`config.mk`:
```
export PLATFORM = sky130hd
export DESIGN_NAME = piso_tx_flat
export DESIGN_NICKNAME = d
export VERILOG_FILES = /design/src/rtl/piso_tx_if.sv /design/src/rtl/piso_tx.sv /design/src/flat_wrapper.sv
export SDC_FILE = /design/constraint.sdc
export NUM_CORES = 1
export LEC_CHECK = 0
export CAP_MARGIN = 20
export CORE_ASPECT_RATIO = 0.9
export CORE_UTILIZATION = 45
export DETAILED_ROUTE_END_ITERATION = 8
export GPL_ROUTABILITY_DRIVEN = 0
export PLACE_DENSITY_LB_ADDON = 0.3
export SLEW_MARGIN = 10
export SYNTH_ARGS = -nofsm -noshare
export SYNTH_HDL_FRONTEND = slang
export SYNTH_SLANG_ARGS = --single-unit
export TNS_END_PERCENT = 100
```
`constraint.sdc`:
```
create_clock -name clk -period 2 [get_ports clk]
set_input_delay 0.3 -clock clk [delete_from_list [all_inputs] [get_ports clk]]
set_output_delay 0.3 -clock clk [all_outputs]
set_load 0.005 [all_outputs]
```
`src/rtl/piso_tx_if.sv`:
```
// piso_tx_if: load handshake and serial-line bundle for the piso_tx transmitter.
//
// Signals:
//   din        parallel word offered for transmission (WIDTH bits)
//   load_valid din is valid this cycle
//   load_ready transmitter can accept a word
//   en         shift enable, one bit consumed per clock edge with en=1
//   sout       serial data, MSB first
//   sout_n     complement of sout
//   sframe     high while a frame bit is on sout
//   done       one-cycle pulse after the last bit is consumed
//
// Modports:
//   master  word source / line consumer side
//   slave   the transmitter itself
interface piso_tx_if #(
    parameter int unsigned WIDTH = 8
);
    logic [WIDTH-1:0] din;
    logic             load_valid;
    logic             load_ready;
    logic             en;
    logic             sout;
    logic             sout_n;
    logic             sframe;
    logic             done;

    modport master (
        output din, load_valid, en,
        input  load_ready, sout, sout_n, sframe, done
    );

    modport slave (
        input  din, load_valid, en,
        output load_ready, sout, sout_n, sframe, done
    );
endinterface

```
`src/rtl/piso_tx.sv`:
```
// piso_tx: parallel-in, serial-out transmitter.
//
// A word is loaded through a valid/ready handshake and shifted out MSB first.
// Each bit advances only on a clock edge with en=1; en=0 holds the current bit.
// A one-cycle done pulse follows the last bit, then the transmitter returns to
// idle and raises load_ready again.
//
// Optional feature (macro PISO_TX_PARITY_EN): an even-parity bit (XOR of the
// loaded word) is appended after the data bits, making the frame WIDTH+1 bits.
//
// Ports:
//   clk    rising-edge clock
//   rst_n  asynchronous active-low reset
//   bus    piso_tx_if slave modport (din, load_valid, load_ready, en,
//          sout, sout_n, sframe, done)
//
// Parameters:
//   WIDTH  data bits per frame, 2..32
module piso_tx #(
    parameter int unsigned WIDTH = 8
) (
    input  logic     clk,
    input  logic     rst_n,
    piso_tx_if.slave bus
);

    localparam int unsigned    CntW    = $clog2(WIDTH + 1);
    localparam logic [CntW-1:0] CntLast = CntW'(WIDTH - 1);

    typedef enum logic [1:0] {
        StIdle  = 2'd0,
        StShift = 2'd1,
`ifdef PISO_TX_PARITY_EN
        StPar   = 2'd2,
`endif
        StDone  = 2'd3
    } state_e;

    state_e           state_q, state_d;
    logic [WIDTH-1:0] shreg_q, shreg_d;
    logic [CntW-1:0]  cnt_q, cnt_d;
    logic             load_ready_q;
`ifdef PISO_TX_PARITY_EN
    logic             par_q, par_d;
`endif

    logic sout;
    logic sframe;
    logic done;

    // State and datapath registers
    always_ff @(posedge clk or negedge rst_n) begin
        if (!rst_n) begin
            state_q      <= StIdle;
            shreg_q      <= '0;
            cnt_q        <= '0;
            load_ready_q <= 1'b1;
`ifdef PISO_TX_PARITY_EN
            par_q        <= 1'b0;
`endif
        end else begin
            state_q      <= state_d;
            shreg_q      <= shreg_d;
            cnt_q        <= cnt_d;
            // Registered ready: high exactly while the next state is idle.
            load_ready_q <= (state_d == StIdle);
`ifdef PISO_TX_PARITY_EN
            par_q        <= par_d;
`endif
        end
    end

    // Next-state logic
    always_comb begin
        state_d = state_q;
        shreg_d = shreg_q;
        cnt_d   = cnt_q;
`ifdef PISO_TX_PARITY_EN
        par_d   = par_q;
`endif
        unique case (state_q)
            StIdle: begin
                // en is deliberately ignored here: the load edge consumes no bit.
                if (bus.load_valid) begin
                    shreg_d = bus.din;
                    cnt_d   = '0;
`ifdef PISO_TX_PARITY_EN
                    par_d   = ^bus.din;
`endif
                    state_d = StShift;
                end
            end
            StShift: begin
                if (bus.en) begin
                    shreg_d = {shreg_q[WIDTH-2:0], 1'b0};
                    cnt_d   = cnt_q + CntW'(1);
                    if (cnt_q == CntLast) begin
`ifdef PISO_TX_PARITY_EN
                        state_d = StPar;
`else
                        state_d = StDone;
`endif
                    end
                end
            end
`ifdef PISO_TX_PARITY_EN
            StPar: begin
                if (bus.en) begin
                    state_d = StDone;
                end
            end
`endif
            StDone: begin
                state_d = StIdle;
            end
            default: begin
                state_d = StIdle;
            end
        endcase
    end

    // Output decode, purely from registered state so reset forces sout low at once
    always_comb begin
        sout   = 1'b0;
        sframe = 1'b0;
        done   = 1'b0;
        unique case (state_q)
            StShift: begin
                sframe = 1'b1;
                sout   = shreg_q[WIDTH-1];
            end
`ifdef PISO_TX_PARITY_EN
            StPar: begin
                sframe = 1'b1;
                sout   = par_q;
            end
`endif
            StDone: begin
                done = 1'b1;
            end
            default: begin
            end
        endcase
    end

    assign bus.sout       = sout;
    assign bus.sout_n     = ~sout;
    assign bus.sframe     = sframe;
    assign bus.done       = done;
    assign bus.load_ready = load_ready_q;

endmodule
```
`src/flat_wrapper.sv`:
```
// flat-port wrapper written by rule: the top's interface ports become plain ports
module piso_tx_flat 
#(
    parameter int unsigned WIDTH = 8
)
  (clk, rst_n, bus_din, bus_load_valid, bus_en, bus_load_ready, bus_sout, bus_sout_n, bus_sframe, bus_done);
  piso_tx_if #(.WIDTH(WIDTH)) bus_i ();
  input  logic clk;
  input  logic rst_n;
  input wire logic [$bits(bus_i.din)-1:0] bus_din;
  input wire logic [$bits(bus_i.load_valid)-1:0] bus_load_valid;
  input wire logic [$bits(bus_i.en)-1:0] bus_en;
  output wire logic [$bits(bus_i.load_ready)-1:0] bus_load_ready;
  output wire logic [$bits(bus_i.sout)-1:0] bus_sout;
  output wire logic [$bits(bus_i.sout_n)-1:0] bus_sout_n;
  output wire logic [$bits(bus_i.sframe)-1:0] bus_sframe;
  output wire logic [$bits(bus_i.done)-1:0] bus_done;
  assign bus_i.din = bus_din;
  assign bus_i.load_valid = bus_load_valid;
  assign bus_i.en = bus_en;
  assign bus_load_ready = bus_i.load_ready;
  assign bus_sout = bus_i.sout;
  assign bus_sout_n = bus_i.sout_n;
  assign bus_sframe = bus_i.sframe;
  assign bus_done = bus_i.done;
  piso_tx #(.WIDTH(WIDTH)) u_core (.clk(clk), .rst_n(rst_n), .bus(bus_i));
endmodule
```
==> results.md, run 1 <==
- Synthesized Nets: between 70 and 80
- Yosys reg bits: 15
- Die Y: approximately 39 um
- DP HPWL: roughly 970 um
- P_leak: between 0.4 and 0.5 nW
- Final setup TNS: 0 ns
- Detail Route Antenna Nets: 0
- DRC viols: 0
- Final nets: 95
- Number of setup buffers added after CTS: 0
- Clock Sink Count: 15
- Largest net degree at the start of global routing: 16
- Worst Clk Skew: 0.0139 ns
- Fin. Hold Viols: 0
- Top cell type's share of synthesized area: 0.513
- Die ar.: approximately 1700 um^2
- Final Setup Violations: 0
- Maximum fanout along the worst path: 10
- Max Clk Rate: roughly 0.54 GHz
- Multi-input combinational cell area: between 200 and 300 um^2
- Tot Pwr: approximately 1.2 mW
- Post-synthesis cell type count: 24
- Fin crit period: around 1.9 ns
- Initial antenna violation count: 0
- Area growth, synth to finish: 34.4%
- Fillers: 97
- Core area: 1320 um^2
- Root buf cell: clkbuf_4
- Post-synthesis sequential area ratio: 0.551
- Hold Crit Class: in2async
- Setup crit end kind: output port
- Max Cap Violations: 0
- Syn Area/Cell: 11.6 um^2
- Port Buffer Count: 16
- Startpoint Class: flip-flop
- Fin crit share: 0.930
- Register area: 378 um^2
- Via density: 5.46
- CTS tree: done
- Pre-antenna DRT Iters: 4
- Slew @ Worst Pin: about 0.67 ns
- Synth Cell Area: ~680 um^2
- Cell count after synthesis: around 60
- Global-route wire length before repair: approximately 2.3 mm
- Overflow after GRT: 0
- Num CTS Buffers: 3
- Top area cells in the synthesized netlist: dfrtp_1 51%, o221a_2 9.9%, nand2b_1 5.5%
- Rows: 12
- Detailed Route Iter0 Violations: 17
- Vias in the first global route: 509
- Crit path DAT: approximately 1.6 ns
- Max-Slew Margin vs Limit: 0.549
- Worst-Skew Late Latency: roughly 0.29 ns
- CTS max path bufs: 2
- WP data required: 1.70 ns
- Tot GR Track Use: 0.200
- H-tree lvl count: 1
- RSZ-0062 raised after global routing: false
- Ant diodes: 0
- CTS clk-pin slew, worst paths: 0.10 ns
- Kind of critical path: reg2out
- Wire length per cell: roughly 13 um
- Via count: 519
- Peak supply drop: around 0.70 mV
- Final number of max-transition violations: 0
- Outcome: complete, no violations
- I/O pins: 17
- Hold-fix buffers, CTS: 0
- Die width: approximately 43 um
- Share of cells above drive strength 1: 0.259
- Pwr Density: 1250 nW/um^2
- Dominant cell type by area after synthesis: dfrtp_1
- Final WL: 1.28 mm
- Yosys warnings: 0
- Initial core utilization: 0.517
final cells by class:
cell class | count | area share
repair buffers | 20 | 0.207
clock inverters | 1 | 0.00545
multi-input cells | 40 | 0.324
well taps | 14 | 0.0191
clock buffers | 3 | 0.0245
flip-flops and latches | 15 | 0.411
inverters | 2 | 0.00817
path summary, 6_finish.rpt:
path | endpoint | from | depth (start not counted) | slack (ns)
max in group asynchronous | u_core.state_q[0]$_DFF_PN0_ | rst_n | 1 | 1.13
max | bus_sout | u_core.state_q[1]$_DFF_PN0_ | 4 | 0.14
min in group clk | u_core.state_q[1]$_DFF_PN0_ | u_core.cnt_q[3]$_DFFE_PN0P_ | 1 | 0.50
min | u_core.state_q[0]$_DFF_PN0_ | rst_n | 1 | 0.41
min reg2reg | u_core.state_q[1]$_DFF_PN0_ | u_core.cnt_q[3]$_DFFE_PN0P_ | 1 | 0.50
max reg2reg | u_core.shreg_q[1]$_DFFE_PN0P_ | u_core.state_q[0]$_DFF_PN0_ | 4 | 0.59
cells by family (layout without fill, tap and decap cells):
logic type      after synthesis  count (layout)  share of synthesized area
simple gates                 21              21                      0.174
compound gates               15              15                      0.187
buf+inv                       4              26                     0.0238
fa+ha+maj                     1               1                     0.0183
flops                        15              15                      0.551
mux                           3               3                     0.0458
worst max-delay path: stages (launching register included):
cell and delay [ns]:
dfrtp_1 0.49, nor2b_4 0.18, nand2_1 0.08, inv_1 0.05, clkdlybuf4s50_1 0.48
sequential cells by signal (all words and copies together) (netlist names):
name	count
u_core.cnt_q	4
u_core.state_q	2
u_core.shreg_q	8
u_core.bus.load_ready	1
per-layer routing:
metal  vias to the layer above  global-route usage  part of all wire
met5                         -                   0                 0
met4                         0              0.0909             0.016
met3                         5              0.0888             0.049
met2                        14               0.299              0.43
met1                       239               0.251              0.51
li1                        261                   -                 -
cells in the mapped netlist:
| master | count |
|---|---|
| a21oi_1 | 3 |
| a22o_1 | 2 |
| a32o_1 | 1 |
| and2_1 | 1 |
| buf_2 | 1 |
| clkbuf_1 | 1 |
| dfrtp_1 | 14 |
| dfstp_2 | 1 |
| ha_1 | 1 |
| inv_1 | 2 |
| mux2_2 | 1 |
| mux2i_1 | 2 |
| nand2_1 | 4 |
| nand2b_1 | 6 |
| nand3_1 | 1 |
| nor2_1 | 3 |
| nor2b_1 | 1 |
| nor3_1 | 1 |
| nor3b_2 | 1 |
| o21ai_0 | 2 |
| o221a_2 | 6 |
| o31ai_1 | 1 |
| or2_2 | 2 |
| or4_1 | 1 |
timing repair:
item,CTS,global route
endpoints found under the setup margin,1,1
resized for setup,1,2
pin swaps,0,0
placed cells by master, fill, tap and decap left out, drive strengths merged, types with 2 or more instances in the layout:
cell / netlist / final
clkdlybuf4s50: 0 / 16
dfrtp: 14 / 14
o221a: 6 / 6
buf: 1 / 4
clkbuf: 1 / 3
nor2: 3 / 3
mux2i: 2 / 2
a21oi: 3 / 3
or2: 2 / 2
nand2: 4 / 4
nand2b: 6 / 6
a22o: 2 / 2
inv: 2 / 2
o21ai: 2 / 2
power by group:
group	leakage [nW]	total (mW)	switching, mW	internal [mW]
Combinational	0.210	0.446	0.162	0.284
Sequential	0.174	0.529	0.0981	0.431
Clock	0.0177	0.176	0.101	0.0744
through the flow:
stage / setup WS (ns) / area, um^2 / instances / utilization / hold WS [ns]
floorplan: 0.694 / 683 / 59 / - / 0.00441
global placement: 0.264 / 882 / 91 / 0.668 / 0.448
detailed placement: 0.257 / 882 / 91 / 0.668 / 0.470
CTS: 0.0542 / 912 / 95 / 0.690 / 0.423
global route: 0.00308 / 918 / 95 / 0.695 / 0.443
finish: 0.140 / 918 / 95 / 0.695 / 0.408
No activity file was read; power rests on OpenSTA's default activity.
==> run 2: changes to the inputs <==
Settings changed: CORE_UTILIZATION 45 to 40, CTS_BUF_LIST from default to sky130_fd_sc_hd__clkbuf_4.
==> run 2 against run 1 <==
Effect of this change: worst hold slack better by 0.0043 ns; setup slack got worse by 0.047 ns; combinational power hardly changed; non-clock buffer count unchanged; clock skew fell by 0.010 ns; largest cell class unchanged; largest power group unchanged.
==> results.md, run 2 (synthesis results as in run 1) <==
- Outcome: complete, no violations
- CTS tree: done
- Port Buffer Count: 16 (unchanged)
- Hold-fix buffers, CTS: 0 (unchanged)
- DRC viols: 0 (unchanged)
- Peak supply drop: 0.648 mV (-7.5%)
- Tot GR Track Use: 0.167 (-0.0329)
- Most common cell after layout, fill and taps aside: clkdlybuf4s50_1
- Kind of critical path: reg2out
- CTS clk-pin slew, worst paths: 0.09 ns (about the same)
- Setup crit end kind: output port
- Pwr Density: 1250 nW/um^2 (-0.51%)
- Overflow after GRT: 0 (unchanged)
- H-tree lvl count: 1 (unchanged)
- Root buf cell: clkbuf_4
- Pre-antenna DRT Iters: 4 (unchanged)
- Max reg flops: 8 (unchanged)
- Final setup TNS: 0 ns (unchanged)
- Max Cap Violations: 0 (unchanged)
- Maximum fanout along the worst path: 10 (unchanged)
- Number of setup buffers added after CTS: 0 (unchanged)
- Max-Slew Margin vs Limit: 0.556 (+0.00666)
- Die width: 45.6 um (+5.8%)
- Ant diodes: 0 (unchanged)
- Num CTS Buffers: 3 (unchanged)
- P_leak: 0.402 nW (+0.27%)
- Final nets: 95 (unchanged)
- Area growth, synth to finish: 36.1%
- CTS max path bufs: 2 (unchanged)
- Final Setup Violations: 0 (unchanged)
- WP data required: 1.70 ns (about the same)
- Fin crit period: 1.91 ns (+0.0467 ns)
- Vias in the first global route: 475 (-6.7%)
- Fin. Hold Viols: 0 (unchanged)
- Initial core utilization: 0.452 (-0.0654)
- Multi-input combinational cell area: 298 um^2 (unchanged)
- Initial antenna violation count: 0 (unchanged)
- Largest Register: u_core.shreg_q
- Register area: 377 um^2 (-0.33%)
- Fillers: 125 (+29%)
- Detailed Route Iter0 Violations: 13 (-4)
- Share of cells above drive strength 1: 0.247 (-0.0123)
- Die ar.: 1880 um^2 (+12%)
- Via count: 537 (+3.5%)
- Hold Crit Class: in2async
- Global-route wire length before repair: 2.08 mm (-8.8%)
- Detail Route Antenna Nets: 0 (unchanged)
- Die Y: 41.2 um (+5.7%)
- Final number of max-transition violations: 0 (unchanged)
- DP HPWL: 936 um (-3.7%)
- Via density: 5.21 (-4.6%)
- Crit path DAT: 1.61 ns (+0.05 ns)
- Final WL: 1.30 mm (+1.6%)
- Largest regs: u_core.shreg_q x8, u_core.cnt_q x4, u_core.state_q x2
- Worst-Skew Late Latency: 0.28 ns (about the same)
- I/O pins: 17 (unchanged)
- Clock Sink Count: 15 (unchanged)
- Startpoint Class: flip-flop
- Max Clk Rate: 0.524 GHz (-2.4%)
- Core area: 1510 um^2 (+14%)
- Fin crit share: 0.954 (+0.0234)
- Slew @ Worst Pin: 0.664 ns (-0.00995 ns)
- Wire length per cell: 12.6 um (-6.3%)
- Largest net degree at the start of global routing: 16 (unchanged)
- Rows: 13 (+1)
- Most frequent cells in the layout: 16 x clkdlybuf4s50_1, 14 x dfrtp_1, 6 x nand2b_1, 6 x o221a_2
- RSZ-0062 raised after global routing: false
- Worst Clk Skew: 0.00389 ns (-0.0101 ns)
- Worst hold slack: 0.412 ns (+0.00425 ns)
## run 2: cell count changes in the layout (fill, tap and decap cells not counted), sizes merged
cell | previous run | this run
clkinv | 1 | 0
clkbuf | 3 | 4
## run 2: area by class of cell
| cell class | count | area share |
|---|---|---|
| sequential | 15 | 0.405 |
| tap | 22 | 0.0296 |
| timing repair buffer | 20 | 0.205 |
| multi-input combinational | 40 | 0.320 |
| clock buffer | 4 | 0.0323 |
| inverter | 2 | 0.00808 |
## run 2: routing by layer
| layer | vias to the layer above | global-route usage | share of wire | routed length, um |
|---|---|---|---|---|
| met5 | - | 0 | 0 | 0 |
| met4 | 0 | 0.0758 | 0.014 | 18 |
| met3 | 5 | 0.0661 | 0.042 | 54 |
| met2 | 12 | 0.236 | 0.45 | 584 |
| met1 | 257 | 0.224 | 0.50 | 644 |
| li1 | 263 | - | - | - |
## run 2: power breakdown
part | switching (mW) | internal, mW
sequential | 0.0964 | 0.430
clock | 0.0950 | 0.0911
combinational | 0.163 | 0.283
total | 0.354 | 0.805
## run 2: path summary, 6_finish.rpt
path	cells past startpoint	end	slack, ns	start
max	4	bus_sout	0.09	u_core.state_q[1]$_DFF_PN0_
min	1	u_core.cnt_q[1]$_DFFE_PN0P_	0.41	rst_n
max reg2reg	4	u_core.shreg_q[1]$_DFFE_PN0P_	0.54	u_core.state_q[0]$_DFF_PN0_
min reg2reg	1	u_core.state_q[1]$_DFF_PN0_	0.46	u_core.cnt_q[3]$_DFFE_PN0P_
max in group asynchronous	1	u_core.shreg_q[7]$_DFFE_PN0P_	1.16	rst_n
min in group clk	1	u_core.state_q[1]$_DFF_PN0_	0.46	u_core.cnt_q[3]$_DFFE_PN0P_
## run 2: repair_timing
| item | 4_1_cts | 5_1_grt |
|---|---|---|
| endpoints found under the setup margin | 1 | 1 |
| resized for setup | 1 | 1 |
| cloned | 0 | 0 |
## run 2: through the flow
step / setup WS, ns / cells / area [um^2] / util / power [mW]
CTS: 0.0323 / 103 / 925 / 0.611 / 1.16
global placement: 0.273 / 99 / 892 / 0.590 / 0.962
floorplan: 0.694 / 59 / 683 / - / 0.774
detailed placement: 0.265 / 99 / 892 / 0.590 / 0.968
global route: 0.0175 / 103 / 930 / 0.615 / 1.24
finish: 0.0930 / 103 / 930 / 0.615 / 1.16
## run 2: critical path, cell delays in order (launching register included)
cell and delay (ns):
dfrtp_1 0.50, nor2b_4 0.20, nand2_1 0.08, inv_1 0.05, clkdlybuf4s50_1 0.49
==> run 3: changes to the inputs <==
Settings changed: CAP_MARGIN 20 to default.
Clock period 2 ns to 2.1 ns, I/O delays scaled along.
==> run 3 against run 2 <==
Effect of this change: die area stayed put; count of clock-buffer cells in the layout stayed put; setup slack better by 0.042 ns; critical endpoint unchanged; combinational power is 7.4% lower; total power is 6.3% lower.
==> results.md, run 3 (synthesis results as in run 1) <==
- Outcome: complete, no violations
- Maximum fanout along the worst path: 6 (-4)
- Final setup TNS: 0 ns (unchanged)
- Reg2reg setup slack: 0.60 ns (+0.06 ns)
- Area growth, synth to finish: 33.2%
- CP bufs+invs: 2 (unchanged)
- Core area: 1510 um^2 (unchanged)
- Max-Slew Margin vs Limit: 0.566 (+0.0106)
- I/O pins: 17 (unchanged)
- Post-route cell area: 910 um^2 (-2.2%)
- Via count: 519 (-3.4%)
- Final nets: 93 (-2.1%)
- R2R cell count: 4 (unchanged)
- Die ar.: 1880 um^2 (unchanged)
- Clock Sink Count: 15 (unchanged)
- Largest regs: u_core.shreg_q x8, u_core.cnt_q x4, u_core.state_q x2
- RSZ-0062 raised after global routing: false
- Dpl cell area: 877 um^2 (-1.7%)
- Peak supply drop: 0.848 mV (+31%)
- CTS tree: done
- Kind of critical path: reg2out
- Worst r2r src: u_core.state_q[0]$_DFF_PN0_
- Max reg flops: 8 (unchanged)
- CTS max path bufs: 2 (unchanged)
- Pwr Density: 1190 nW/um^2 (-4.2%)
- Wire length per cell: 12.6 um (about the same)
- Fin crit period: roughly 2.0 ns
- Initial antenna violation count: 0 (unchanged)
- DP HPWL: 953 um (+1.9%)
- Tot Pwr: 1.09 mW (-6.3%)
- Via density: 5.14 (-1.4%)
- Worst-Skew Late Latency: 0.28 ns (about the same)
- Crit path DAT: 1.65 ns (+0.04 ns)
- Setup crit end kind: output port
- Die width: 45.6 um (unchanged)
- H-tree lvl count: 1 (unchanged)
- Hold Crit Class: in2async
- P_leak: 0.384 nW (-4.6%)
- Vias in the first global route: 503 (+5.9%)
- Worst path cell trace: nor2b_2, nand2_1, inv_1, clkdlybuf4s50_1
- Largest Register: u_core.shreg_q
- Worst R2R End: u_core.shreg_q[4]$_DFFE_PN0P_
- Overflow after GRT: 0 (unchanged)
- Pre-antenna DRT Iters: 4 (unchanged)
- Worst Clk Skew: 0.00532 ns (+0.00143 ns)
- CTS clk-pin slew, worst paths: 0.08 ns (about the same)
- Slowest CP cell: clkdlybuf4s50_1
- Slew @ Worst Pin: 0.649 ns (-0.0159 ns)
- Tot GR Track Use: 0.184 (+0.0168)
- Max Clk Rate: just over 0.5 GHz
- Share of cells above drive strength 1: 0.228 (-0.0191)
- Rows: 13 (unchanged)
- Final number of max-transition violations: 0 (unchanged)
- Fin. Hold Viols: 0 (unchanged)
- Most frequent cells in the layout: 16 x clkdlybuf4s50_1, 14 x dfrtp_1, 6 x nand2b_1, 6 x o221a_2
- Port Buffer Count: 16 (unchanged)
- Final WL: 1.28 mm (-2.0%)
- Max incr delay on CP: 0.49 ns (about the same)
- Fillers: 119 (-4.8%)
- Root buf cell: clkbuf_4
- Die Y: 41.2 um (unchanged)
- Largest net degree at the start of global routing: 16 (unchanged)
- WP data required: 1.78 ns (+0.08 ns)
- Final worst slack: 0.135 ns (+0.0417 ns)
- Fin crit share: 0.936
- Detailed Route Iter0 Violations: 30 (+17)
- Ant diodes: 0 (unchanged)
- Most common cell after layout, fill and taps aside: clkdlybuf4s50_1
- Initial core utilization: 0.452 (unchanged)
- Max Cap Violations: 0 (unchanged)
- DP Worst Slack: 0.317 ns (+0.0522 ns)
- Global-route wire length before repair: 2.25 mm (+8.3%)
- Num CTS Buffers: 3 (unchanged)
- Detail Route Antenna Nets: 0 (unchanged)
- Startpoint Class: flip-flop
- DRC viols: 0 (unchanged)
- Final Setup Violations: 0 (unchanged)
- Top delay family on crit path: buffers and inverters
-- run 3: cell count changes in the layout (fill, tap and decap cells not counted) --
cell     change
nor2b_2      +1
nor2b_4      -1
buf_4        -2
-- run 3: metrics by stage --
step	utilization	cells	hold slack [ns]
global placement	0.580	97	0.451
floorplan	-	59	0.0194
CTS	0.600	101	0.449
finish	0.601	101	0.430
global route	0.601	101	0.489
detailed placement	0.580	97	0.457
-- run 3: layout make-up --
class | instances | area [um^2] | share of cell area
Sequential cell | 15 | 377 | 0.414
Inverter | 2 | 7.51 | 0.00825
Multi-Input combinational cell | 40 | 293 | 0.322
Tap cell | 22 | 27.5 | 0.0303
Timing Repair Buffer | 18 | 175 | 0.193
Clock buffer | 4 | 30.0 | 0.0330
-- run 3: metal layers --
layer	global-route usage	vias to the layer above	routed length [um]
met3	0.0661	4	59
met5	0	-	0
met1	0.236	245	577
met2	0.286	13	614
met4	0.0682	0	23
li1	-	257	-
-- run 3: worst max-delay path by stage --
stage                           startpoint                       endpoint  slack, ns  depth (start not counted)
3_3_place_gp                        bus_en  u_core.shreg_q[4]$_DFFE_PN0P_       0.37                          5
4_1_cts        u_core.state_q[1]$_DFF_PN0_                       bus_sout      0.008                          4
5_1_grt        u_core.state_q[1]$_DFF_PN0_                       bus_sout       0.04                          4
6_report       u_core.state_q[0]$_DFF_PN0_                       bus_sout       0.13                          4
2_1_floorplan  u_core.state_q[1]$_DFF_PN0_  u_core.shreg_q[1]$_DFFE_PN0P_       0.79                          5
3_5_place_dp   u_core.state_q[1]$_DFF_PN0_                       bus_sout       0.32                          4
-- run 3: worst register-to-register path: cells and delay by family (launching register included) --
family	cells	cell delay [ns]
flops	1	0.46
mux	1	0.38
compound gates	1	0.24
buf+inv	1	0.17
simple gates	1	0.14
-- run 3: power breakdown --
| part | switching (mW) | internal (mW) |
|---|---|---|
| combinational | 0.154 | 0.258 |
| sequential | 0.0943 | 0.410 |
| clock | 0.0832 | 0.0866 |
| total | 0.332 | 0.755 |
-- run 3: repair_timing --
item | CTS | global route
resized for setup | 0 | 1
buffers inserted | 0 | 0
endpoints found under the hold margin | 0 | 0
endpoints found under the setup margin | 0 | 1
hold buffers | 0 | 0
